<file path="src/rtl/alu_pkg.sv">
// Shared ALU opcodes, sequencer state encodings and datapath width.
package alu_pkg;
  localparam int DATA_W = 32;

  localparam logic [3:0] ALU_ADD = 4'd0;
  localparam logic [3:0] ALU_AND = 4'd1;
  localparam logic [3:0] ALU_OR  = 4'd2;
  localparam logic [3:0] ALU_SUB = 4'd3;

  localparam logic [1:0] ST_IDLE = 2'd0;
  localparam logic [1:0] ST_CHK  = 2'd1;
  localparam logic [1:0] ST_RUN  = 2'd2;
  localparam logic [1:0] ST_DONE = 2'd3;
endpackage

</file>
<file path="src/rtl/alu_muldiv_seq.sv">
// Unsigned MULU/DIVU sequencer that borrows the shared ALU for 32 iterations.
// ALU_SEQ_EARLY_EXIT_EN: MULU stops once the remaining multiplier bits are zero.
module alu_muldiv_seq #(
  parameter int DATA_W = 32,
  parameter int ITER   = 32
) (
  input  logic              clk,
  input  logic              rst,
  input  logic              start,
  input  logic              op_div,
  input  logic [DATA_W-1:0] opa,
  input  logic [DATA_W-1:0] opb,
  output logic              busy,
  output logic              done,
  output logic [DATA_W-1:0] hi,
  output logic [DATA_W-1:0] lo,
  output logic              alu_own,
  output logic [3:0]        alu_op,
  output logic [DATA_W-1:0] alu_a,
  output logic [DATA_W-1:0] alu_b,
  input  logic [DATA_W-1:0] alu_result,
  input  logic              alu_zero
);
  import alu_pkg::*;

  localparam int CNT_W = $clog2(ITER);

  logic [1:0]        state;
  logic [CNT_W-1:0]  cnt;
  logic              is_div;
  logic [DATA_W-1:0] a_q, b_q;
  logic [DATA_W-1:0] acc, rem, q;
  logic [DATA_W-1:0] acc_nxt, rem_nxt, q_nxt;
  logic [CNT_W-1:0]  bit_idx;
  logic [DATA_W:0]   s;
  logic              take_sub;
  logic              last;

  assign busy = (state == ST_CHK) || (state == ST_RUN);
  assign done = (state == ST_DONE);

  // Restoring divide walks the dividend MSB first.
  assign bit_idx  = CNT_W'(ITER - 1) - cnt;
  assign s        = {rem, a_q[bit_idx]};
  assign take_sub = (s >= {1'b0, b_q});

  always_comb begin
    alu_own = 1'b0;
    alu_op  = ALU_ADD;
    alu_a   = '0;
    alu_b   = '0;
    acc_nxt = acc;
    rem_nxt = rem;
    q_nxt   = q;
    last    = (cnt == CNT_W'(ITER - 1));
    case (state)
      ST_CHK: begin
        alu_own = 1'b1;
        alu_a   = b_q;
      end
      ST_RUN: begin
        alu_own = 1'b1;
        if (is_div) begin
          alu_op = ALU_SUB;
          alu_a  = s[DATA_W-1:0];
          alu_b  = b_q;
          // s fits in 33 bits; the low-32 difference is exact when s >= divisor
          if (take_sub) begin
            rem_nxt          = alu_result;
            q_nxt[bit_idx]   = 1'b1;
          end else begin
            rem_nxt          = s[DATA_W-1:0];
          end
        end else begin
          alu_a = acc;
          alu_b = a_q << cnt;
          if (b_q[cnt]) acc_nxt = alu_result;
`ifdef ALU_SEQ_EARLY_EXIT_EN
          if ((b_q >> cnt) == '0) last = 1'b1;
`endif
        end
      end
      default: ;
    endcase
  end

  always_ff @(posedge clk) begin
    if (rst) begin
      state  <= ST_IDLE;
      cnt    <= '0;
      is_div <= 1'b0;
      a_q    <= '0;
      b_q    <= '0;
      acc    <= '0;
      rem    <= '0;
      q      <= '0;
      hi     <= '0;
      lo     <= '0;
    end else begin
      case (state)
        ST_IDLE: if (start) begin
          is_div <= op_div;
          a_q    <= opa;
          b_q    <= opb;
          state  <= ST_CHK;
        end
        ST_CHK: begin
          if (is_div && alu_zero) begin
            lo    <= '1;
            hi    <= a_q;
            state <= ST_DONE;
          end else begin
            cnt   <= '0;
            acc   <= '0;
            rem   <= '0;
            q     <= '0;
            state <= ST_RUN;
          end
        end
        ST_RUN: begin
          acc <= acc_nxt;
          rem <= rem_nxt;
          q   <= q_nxt;
          cnt <= cnt + 1'b1;
          if (last) begin
            hi    <= is_div ? rem_nxt : '0;
            lo    <= is_div ? q_nxt : acc_nxt;
            state <= ST_DONE;
          end
        end
        default: state <= ST_IDLE;
      endcase
    end
  end
endmodule

</file>
<file path="config.mk">
export PLATFORM = sky130hd
export DESIGN_NAME = alu_muldiv_seq
export DESIGN_NICKNAME = d
export VERILOG_FILES = /design/src/rtl/alu_pkg.sv /design/src/rtl/alu_muldiv_seq.sv
export SDC_FILE = /design/constraint.sdc
export NUM_CORES = 1
export LEC_CHECK = 0
export BUFFER_PORTS_ARGS = -buffer_cell sky130_fd_sc_hd__buf_2
export CAP_MARGIN = 25
export CORE_ASPECT_RATIO = 0.8
export CORE_MARGIN = 4
export CORE_UTILIZATION = 45
export DETAILED_ROUTE_END_ITERATION = 6
export HOLD_SLACK_MARGIN = 0.05
export PLACE_DENSITY = 0.76
export RECOVER_POWER = 25
export SYNTH_ARGS = -nofsm -noshare
export SYNTH_HDL_FRONTEND = slang
export SYNTH_SLANG_ARGS = --single-unit
export TNS_END_PERCENT = 10
</file>
<file path="constraint.sdc">
create_clock -name clk -period 12.3 [get_ports clk]
set_input_delay 0.615 -clock clk [delete_from_list [all_inputs] [get_ports clk]]
set_output_delay 0.615 -clock clk [all_outputs]
set_load 0.1 [all_outputs]
</file>
# == Word-level counts from Yosys, hierarchy flattened ==
# Index checks and enable logic that the tools add are counted.
# classes
n_reduce_logical,10
n_addsub,2
n_bitwise,1
order_cmp,4
muxes,37
n_shift,1
n_eq_ne,8
# ops
operator,count
$mux 32,16
$pmux 32 s2,6
$ge 33x32->1,1
$or 32x32->32,1
$shl 32x5->32,1
$lt 5x6->1 const B,2
$bmux 1 s5,2
$pmux 5 s2,1
$mux 2,4
$ne 2x2->1 const B,3
$pmux 2 s3,1
$reduce_and 2->1,3
$add 5x1->5 const B,1
$demux 1 s5,1
$eq 5x5->1 const B,1
$ge 5x1->1 const B,1
$mux 1,5
$mux 5,1
$sub 5x5->5 const A,1
$eq 2x2->1 const B,2
$reduce_and 3->1,1
$eq 2x1->1 const B,1
$logic_and 1x1->1,2
$logic_not 2->1,1
4 further kinds,4
# totals
wordCells,73
out_inout_bits,135
register_bits,232

# == Depth between registers and ports, before layout ==
# Gate-level depths: netlist (run 1).
# depth
word_depth,11
ltp_mapped,16

# == Worst setup path after synthesis (run 1) ==
# Ideal clock, no wire load.
# synth_path
kind,register to output
from,reg cnt[0]
to,out alu_b[18]
path_stages_with_launch,10
t_arrival_ns,4.264
slack_ns,7.421
required_ns,11.685
path_cell_list,dfxtp_1 > buf_6 > buf_2 > buf_2 > mux2_2 > o21ai_0 > nor2_1 > o32ai_1 > nor2_1 > a211oi_1
# synth_between
elab_chain_cells,3
# synth_rtl
element,line_no,text
"start, declared",alu_muldiv_seq.sv:29,logic [CNT_W-1:0] cnt;
"start signal, assigned",alu_muldiv_seq.sv:124,cnt <= cnt + 1'b1;
$shl 32x5->32,alu_muldiv_seq.sv:76,alu_b = a_q << cnt;
$mux 32,alu_muldiv_seq.sv:63,if (is_div) begin
$mux 32,alu_muldiv_seq.sv:56,case (state)
"end, declared",alu_muldiv_seq.sv:20,"output logic [DATA_W-1:0] alu_b,"
# Every way passes these cells.

# == Worst setup path after layout (run 1) ==
# layout_path
from,reg cnt[0]
to,reg rem[25]
# layout_between
elab_chain_cells,7
# layout_rtl
element,line_no,text
$sub 5x5->5,alu_muldiv_seq.sv:43,assign bit_idx = CNT_W'(ITER - 1) - cnt;
$bmux 1 s5,alu_muldiv_seq.sv:44,"assign s = {rem, a_q[bit_idx]};"
$mux 1 (not written as such),alu_muldiv_seq.sv:44,
$ge 33x32->1,alu_muldiv_seq.sv:45,"assign take_sub = (s >= {1'b0, b_q});"
$mux 32,alu_muldiv_seq.sv:68,if (take_sub) begin
$mux 32,alu_muldiv_seq.sv:63,
$pmux 32 s2,alu_muldiv_seq.sv:100,case (state)
"end signal, assigned",alu_muldiv_seq.sv:122,rem <= rem_nxt;
"end, declared",alu_muldiv_seq.sv:32,"logic [DATA_W-1:0] acc, rem, q;"
# Every way passes these cells. The select of a mux whose other input is x is not followed.
# A chain may end at the register's enable or synchronous reset.

==> run metrics, run 1 <==
Post-Place Setup Slack=7.450 ns; clock-pin slew on the worst setup and hold paths=0.07 ns; setup violators final=0; Iter 0 DRT Violations=2,090; R2R Setup Slk=7.39 ns; RSZ-0062 raised after global routing=no; Die W=206.6 um; Peak VDD IR=0.0002661 V; first-pass GRT wire length=87.95 mm; Internal=1.784 mW; Max-slew headroom=-89.70%; Clock Latency Late Sink=0.55 ns; post-DP HPWL=approximately 42 mm; post-synth cell types=54; fin crit share=39.93%; sequential share of the synthesized area=32.71%; Placeable Area=30,740 sq um; post-route cell area=~16,000 sq um; leakage=between 6 and 7 nW; min Tclk post-route=4.912 ns; total number of H-tree levels=1; XOR/XNOR share of the synthesized area=less than 1%; Switching Fraction=51.95%; Achievable Freq=just over 200 MHz; overall power=3.714 mW; CTS tree=done; I/O Buffers=233; sequential share of power=27.4%; row count=57; vias post-DR=~16,000; Seq cells post-synth=232; GPL Wtd Cong=0.9864; yosys warns=0; power per cell area=225.6 nW/um^2; mux cell area share after synthesis=between 9 and 10%; Synth Area in Compound Gates=26.43%; Cell Area, Synth=between 10,000 and 15,000 sq um; Data required, critical path=12.70 ns; clock power share=22.9%; # resized after CTS=0; layout cell share with drive strength beyond 1=between 10% and 20%; MaxCap Viol Count=1; initial antenna violation count=1; Die ar.=34,480 sq um; status=finished, violations left; EDFF count, synth=0; Post-Synth Simple-Gate Area=roughly a fifth; setup TNS=0 ns; vias in the first global route=14,310; Switching Power=around 1.9 mW; largest family of logic cells by synthesized area=compound AO/OA/AOI/OAI gates; Inst Count DP=2,341; setup bufs post-CTS=0; CP Capture Type=flop; hold_ws=a little under 0.3 ns; via density per instance=6.486; Pins Over Slew Limit=between 60 and 70; Worst EP arrival=5.31 ns; DR pass1 iterations=6; critical path class=reg2reg; Post-DP Area=15,500 sq um; Max clock buf depth=3; DRT antenna net count=0; most common flop cell mapped by yosys=dfxtp_1; Fin. Hold Viols=0; initial core utilization=46.20%; failing checks=max-capacitance violations, max-slew violations; Synth Area in Adders=between 3 and 4%; clk_skew=0.01870 ns; CP Launch Type=flop; Routed WL=58.34 mm; Die Height=around 170 um; Area growth, synth to finish=15.91%; Async S/R FF share, synth=0%; final std cells w/o fill=approximately 2,400; slew at the pin with the worst max-slew slack=around 2.8 ns; grt ovf=0; total CTS buffers=25; final core occ=53.55%; # DRC=0; I/O Pins=236; largest net degree at the start of global routing=a little over 70; CTS Hold Buffers Added=0; Logic pwr share=49.7%; Wirelength per Cell=24.40 um; min-delay worst type=in2reg; Root Buffer=clkbuf_16; total track usage=32.37%; setup ws final=7.388 ns; Avg Inst Size Synth=7.759 sq um; nets@finish=around 2,100; Cells after Synth=between 1,500 and 2,000; Max Fanout on Critical Path=36; antenna fix cells=0; clock sinks=232
## registers in the layout (all words and copies together) (netlist names)
name    count
hi         32
is_div      1
q          32
acc        32
state       2
b_q        32
a_q        32
lo         32
rem        32
cnt         5
## cell usage after synthesis (17+ instances only)
master     instances  area (sq um)
mux2_2            33         371.6
clkbuf_1         121         454.2
nand4_1           30         187.7
nor2b_1           53         331.6
dfxtp_1          232          4644
mux4_2            26         585.6
a221oi_1          30         262.8
nand3_1           27         135.1
a21oi_1          148         740.7
o21ai_0          104         520.5
o21ai_1           43         215.2
nor2_1           117         439.2
mux2i_1           44         440.4
buf_2             18         90.09
a22oi_1           25         187.7
o2111ai_1         17         148.9
ha_1              42         525.5
o311a_1           21         210.2
nand2_1          365          1370
inv_1             41         153.9
a22o_1            61         534.3
a211oi_1          20         150.1
o21a_1            40         300.3
## critical path, stage by stage (launching register included)
cell      delay [ns]
dfxtp_2         0.53
buf_4           0.51
mux4_2          0.59
mux2i_1         0.26
mux2i_1         0.17
mux2i_1         0.42
ha_1            0.33
nor2b_1         0.10
o21ai_0         0.08
a21oi_1         0.17
o211ai_1        0.15
o21a_2          0.45
buf_4           0.37
a221oi_1        0.43
o21ai_0         0.12
## placed cells by master (no fill, tap or decap), types with 5 or more instances in the layout
cell type	n
nor2_1	116
ha_1	41
a221o_1	5
nand3_1	27
o2111ai_1	17
nand4_1	30
buf_2	206
bufinv_16	5
clkbuf_8	7
o22ai_1	14
clkbuf_1	30
a22o_1	61
mux2_2	33
nor3_1	16
and2_1	15
nor4_1	12
mux2i_1	44
inv_1	41
buf_4	30
o221ai_1	5
nor2b_1	53
o21a_1	39
dfxtp_1	229
mux4_2	26
nand3b_1	6
o21ai_0	104
clkbuf_16	25
a211oi_1	19
a22oi_1	25
o311a_1	21
a311o_1	12
a21oi_1	146
and3_1	13
a221oi_1	30
o211ai_1	9
nand2_1	363
o21ai_1	40
## per-layer routing
layer | GRT usage [%] | part of all wire (%) | vias to the layer above
met3 | 6.590 | 13 | 156
met5 | 0 | 0.014 | -
met4 | 11.65 | 4.5 | 2
met2 | 47.14 | 42 | 1200
li1 | - | - | 6865
met1 | 47.31 | 41 | 7284
## power groups by stage
| stage | Sequential (mW) | Combinational, mW | Clock (mW) |
|---|---|---|---|
| CTS | 1.01 | 1.81 | 0.855 |
| floorplan | 1.50 | 0.888 | 0 |
| detailed placement | 1.02 | 1.80 | 0 |
| global route | 1.02 | 1.94 | 0.887 |
| global placement | 1.02 | 1.78 | 0 |
| finish | 1.02 | 1.85 | 0.850 |
## final timing paths
check	from	to	depth (start not counted)
worst min-delay path	op_div	is_div	3
worst min register to register	lo[21]	lo[21]	2
worst max-delay path	cnt[0]	rem[25]	14
worst max register to register	cnt[0]	rem[25]	14
## final cells by class
cell class,instances,area [sq um]
Clock buffer,35,733.2
Clock inverter,10,185.2
Fill cell,2900,14280
Inverter,45,168.9
Multi-Input combinational cell,1387,8745
Sequential cell,232,4648
Tap cell,413,516.7
Timing Repair Buffer,269,1463
## logic make-up after synthesis
group | Yosys count
and+or+nand+nor | 673
AOI/OAI and AO/OA | 565
DFF | 232
buffers and inverters | 212
muxes | 103
adders and majority gates | 42
xor gates and xnor gates | 2
other | 1
Power figures use the tool's default switching activity.
==> run 2, diff against run 1 <==
- clock period: 12.3 -> 4.8 ns (I/O delays scaled with it)
==> run metrics, run 2 (synthesized netlist as in run 1, its figures left out) <==
status=finished, violations left; failing checks=max-capacitance violations, max-slew violations; RSZ-0062 raised after global routing=no; clock sinks=232; reg2reg start=cnt[0]; Area growth, synth to finish=22.77%; setup bufs post-CTS=0; Worst EP arrival=4.89 ns; critical path class=reg2reg; CP Launch Type=flop; total number of H-tree levels=1; nets@finish=~2,200; I/O Pins=236; Critical Path Slowest Stage Cell=dfxtp_2; min-delay worst type=in2reg; post-DP HPWL=42.48 mm; initial antenna violation count=3; Die W=206.6 um; total track usage=between 30% and 40%; Die Height=166.9 um; first-pass GRT wire length=89.13 mm; setup TNS=0 ns; crit path cell chain=mux4_2 > mux2i_1 > mux2i_1 > mux2i_1 > ha_1 > nor2b_1 > o21ai_0 > a21oi_1 > o211ai_1 > o21a_2 > buf_12 > a221oi_1 > o21ai_0; Hold EP=state[1]; slew at the pin with the worst max-slew slack=between 2 and 3 ns; power per cell area=545.9 nW/um^2; worst r2r path cells=13; fillers=2,889; GPL Wtd Cong=0.9949; fin crit share=about 93%; Worst Hold Depth=5; Iter 0 DRT Violations=2,223; leakage=around 6.6 nW; setup violators final=0; Critical Path Start=cnt[0]; Routed WL=59.57 mm; CP top delay family=multiplexers; MaxCap Viol Count=1; Clock Latency Late Sink=0.56 ns; Max Fanout on Critical Path=44; r2r endpoint=rem[27]; layout cell share with drive strength beyond 1=16.26%; vias in the first global route=~15,000; Max clock buf depth=3; clk_skew=0.01530 ns; DR pass1 iterations=7; Achievable Freq=223.1 MHz; Data required, critical path=5.21 ns; Placeable Area=just over 30,000 sq um; initial core utilization=~46%; # DRC=0; grt ovf=0; CP Capture Type=flop; Peak VDD IR=0.0008858 V; CP dominant cell by count=mux2i_1; R2R Setup Slk=0.32 ns; Fin. Hold Viols=0; Pins Over Slew Limit=66; CTS tree=done; vias post-DR=15,890; Die ar.=approximately 34,000 sq um; DRT antenna net count=0; I/O Buffers=233; most frequent cells in the layout=nand2_1, dfxtp_1, buf_2; Max-slew headroom=-92.15%; Wirelength per Cell=roughly 24 um; Root Buffer=clkbuf_16; via density per instance=around 6.4; Inst Count DP=2,353; HP Start=start; min Tclk post-route=roughly 4.5 ns; largest net degree at the start of global routing=71; most common cell after layout, fill and taps aside=nand2_1; final std cells w/o fill=2,499; CP Buf/Inv Count=1; total CTS buffers=26; crit-path max cell delay=roughly 0.70 ns; row count=57; clock-pin slew on the worst setup and hold paths=0.07 ns
==> run 2: area by class of cell <==
class / instances / area [sq um] / area share, %
multi-input cells: 1387 / 8745 / 50.16
repair buffers: 374 / 2450 / 14.05
inverters: 45 / 168.9 / 0.9689
clock inverters: 11 / 122.6 / 0.7034
flip-flops and latches: 232 / 4648 / 26.66
clock buffers: 36 / 779.5 / 4.471
diodes: 1 / 2.502 / 0.01435
well taps: 413 / 516.7 / 2.964
==> run 2: what timing repair did <==
item,in CTS,in global routing
gates resized for setup,0,0
hold endpoints to repair,102,0
hold buffers,97,0
==> run 2: worst max-delay path by stage <==
| stage | cells past startpoint | slack [ns] | endpoint |
|---|---|---|---|
| after floorplan | 9 | 0.30 | alu_b[18] |
| after global placement | 13 | 0.63 | rem[26] |
| after detailed placement | 13 | 0.44 | rem[25] |
| after CTS | 13 | 0.41 | rem[25] |
| after global routing | 13 | 0.04 | rem[27] |
| final | 13 | 0.32 | rem[27] |
==> run 2: layer usage <==
metal	track usage [%]	vias up	part of all wire (%)
met5	0	-	0.022
met4	10.38	2	4.2
li1	-	7079	-
met2	48.94	1171	43
met1	47.04	7459	40
met3	7.757	177	13
==> run 2: tightest hold or removal path, stage by stage <==
cell,delay (ns)
buf_2,0.12
inv_1,0.05
a21oi_1,0.11
mux2i_1,0.14
nor2_1,0.08
==> run 2: power by group <==
group / total [mW] / switching (mW) / internal (mW)
Clock: 2.13 / 0.887 / 1.24
Combinational: 4.77 / 3.74 / 1.04
Sequential: 2.61 / 0.377 / 2.24
Total: 9.52 / 5.00 / 4.51
==> run 2: through the flow <==
stage               hold slack [ns]  util, %  power [mW]  setup slack [ns]  instance area [sq um]
finish                       0.2134    56.71       9.517            0.3171                  17430
global route                 0.2132    56.71       9.856           0.04093                  17430
CTS                          0.1904    56.93       9.455            0.4111                  17500
detailed placement           0.4411    50.84       7.283            0.4432                  15630
global placement             0.4348    50.69       7.192            0.6335                  15580
floorplan                    0.3727        -       6.118            0.2961                  14200
==> run 3, diff against run 2 <==
- CORE_UTILIZATION: 45 -> 58
- PLACE_DENSITY: 0.76 -> 0.92
==> run metrics, run 3 (synthesized netlist as in run 1, its figures left out) <==
status=finished, violations left; failing checks=max-capacitance violations, max-slew violations; R2R Setup Slk=0.30 ns; vias in the first global route=roughly 15,000; Critical Path Slowest Stage Cell=dfxtp_2; # resized after CTS=0; Max clock buf depth=3; Post-DP Area=about 15,000 sq um; most common cell after layout, fill and taps aside=nand2_1; clk_skew=0.02406 ns; Achievable Freq=222.4 MHz; Die W=182.9 um; total number of H-tree levels=1; row count=50; largest net degree at the start of global routing=67; Fin. Hold Viols=0; Critical Path Start=cnt[1]; min-delay worst type=in2reg; RSZ-0062 raised after global routing=no; worst r2r path cells=15; total CTS buffers=25; most frequent cells in the layout=nand2_1, dfxtp_1, buf_2; grt ovf=0; leakage=6.592 nW; power per cell area=552.5 nW/um^2; setup TNS=0 ns; Placeable Area=between 20,000 and 25,000 sq um; Root Buffer=clkbuf_16; antenna fix cells=0; post-DP HPWL=38.95 mm; Data required, critical path=5.18 ns; CTS tree=done; layout cell share with drive strength beyond 1=~16%; first-pass GRT wire length=between 80 and 90 mm; Worst Setup EP=hi[14]; Die ar.=27,070 sq um; DR pass1 iterations=7; GPL Wtd Cong=0.9924; crit-path max cell delay=between 0.8 and 0.9 ns; Max Fanout on Critical Path=28; nets@finish=around 2,200; clock sinks=232; Peak VDD IR=0.0007334 V; reg2reg start=cnt[1]; Worst EP arrival=4.87 ns; Max-slew headroom=-88.38%; vias post-DR=between 15,000 and 20,000; Routed WL=57.75 mm; final core occ=72.46%; CP Capture Type=flop; CP top delay family=compound AO/OA/AOI/OAI gates; r2r endpoint=hi[14]; CP Buf/Inv Count=3; via density per instance=6.817; setup ws final=0.3031 ns; Worst Hold Depth=2; Area growth, synth to finish=20.99%; Wirelength per Cell=~24 um; setup violators final=0; Clock Latency Late Sink=0.54 ns; post-route cell area=around 17,000 sq um; min Tclk post-route=4.497 ns; Die Height=148.0 um; hold_ws=roughly 0.060 ns; initial core utilization=roughly three fifths; I/O Pins=around 240; CP Launch Type=flop; slew at the pin with the worst max-slew slack=between 2 and 3 ns; fin crit share=a little over nine tenths; total track usage=40.77%; critical path class=reg2reg; MaxCap Viol Count=1; Post-Place Setup Slack=0.4908 ns; DRT antenna net count=0; Worst path depth=15; # DRC=0; Iter 0 DRT Violations=2,648; Pins Over Slew Limit=66; crit path cell chain=buf_4 > mux4_2 > mux2i_1 > mux2i_1 > mux2i_1 > buf_4 > ha_1 > nor2b_1 > o21ai_0 > a21oi_1 > o211ai_1 > o21a_2 > buf_4 > a221oi_1 > o21ai_0; I/O Buffers=233; fillers=1,818; initial antenna violation count=2; clock-pin slew on the worst setup and hold paths=0.07 ns
[run 3: where the power goes]
part / total (mW) / switching, mW / internal, mW / leakage [nW]
Sequential: 2.61 / 0.375 / 2.24 / 1.88
Clock: 2.18 / 0.859 / 1.32 / 0.445
Combinational: 4.70 / 3.70 / 1.01 / 4.26
[run 3: final cells by class]
class / instances / area [sq um] / share of cell area [%]
Clock inverter: 12 / 197.7 / 1.151
Sequential cell: 232 / 4648 / 27.06
Multi-Input combinational cell: 1387 / 8740 / 50.87
Timing Repair Buffer: 368 / 2320 / 13.50
Inverter: 45 / 168.9 / 0.9832
Clock buffer: 33 / 715.7 / 4.166
Tap cell: 312 / 390.4 / 2.272
[run 3: per-stage QoR]
step,cells,power [mW]
finish,2389,9.492
floorplan,1831,6.118
CTS,2388,9.365
global route,2389,9.798
detailed placement,2254,7.157
global placement,2253,7.093
[run 3: worst min path at each step]
stage / startpoint / endpoint / slack (ns)
3_5_place_dp: lo[3] / lo[3] / 0.44
5_1_grt: alu_result[5] / acc[5] / 0.06
3_3_place_gp: lo[1] / lo[1] / 0.44
2_1_floorplan: alu_result[10] / acc[10] / 0.37
4_1_cts: alu_result[9] / acc[9] / 0.06
6_report: alu_result[5] / acc[5] / 0.06
[run 3: what timing repair did]
action / 4_1_cts / 5_1_grt
hold endpoints to repair: 93 / 0
hold buffers: 89 / 0
setup buffers: 0 / 0
[run 3: routing by layer]
layer	global-route usage, %	part of all wire, %
met5	0	0.043
met4	18.95	6.3
met3	10.18	14
met2	63.37	43
met1	53.54	37
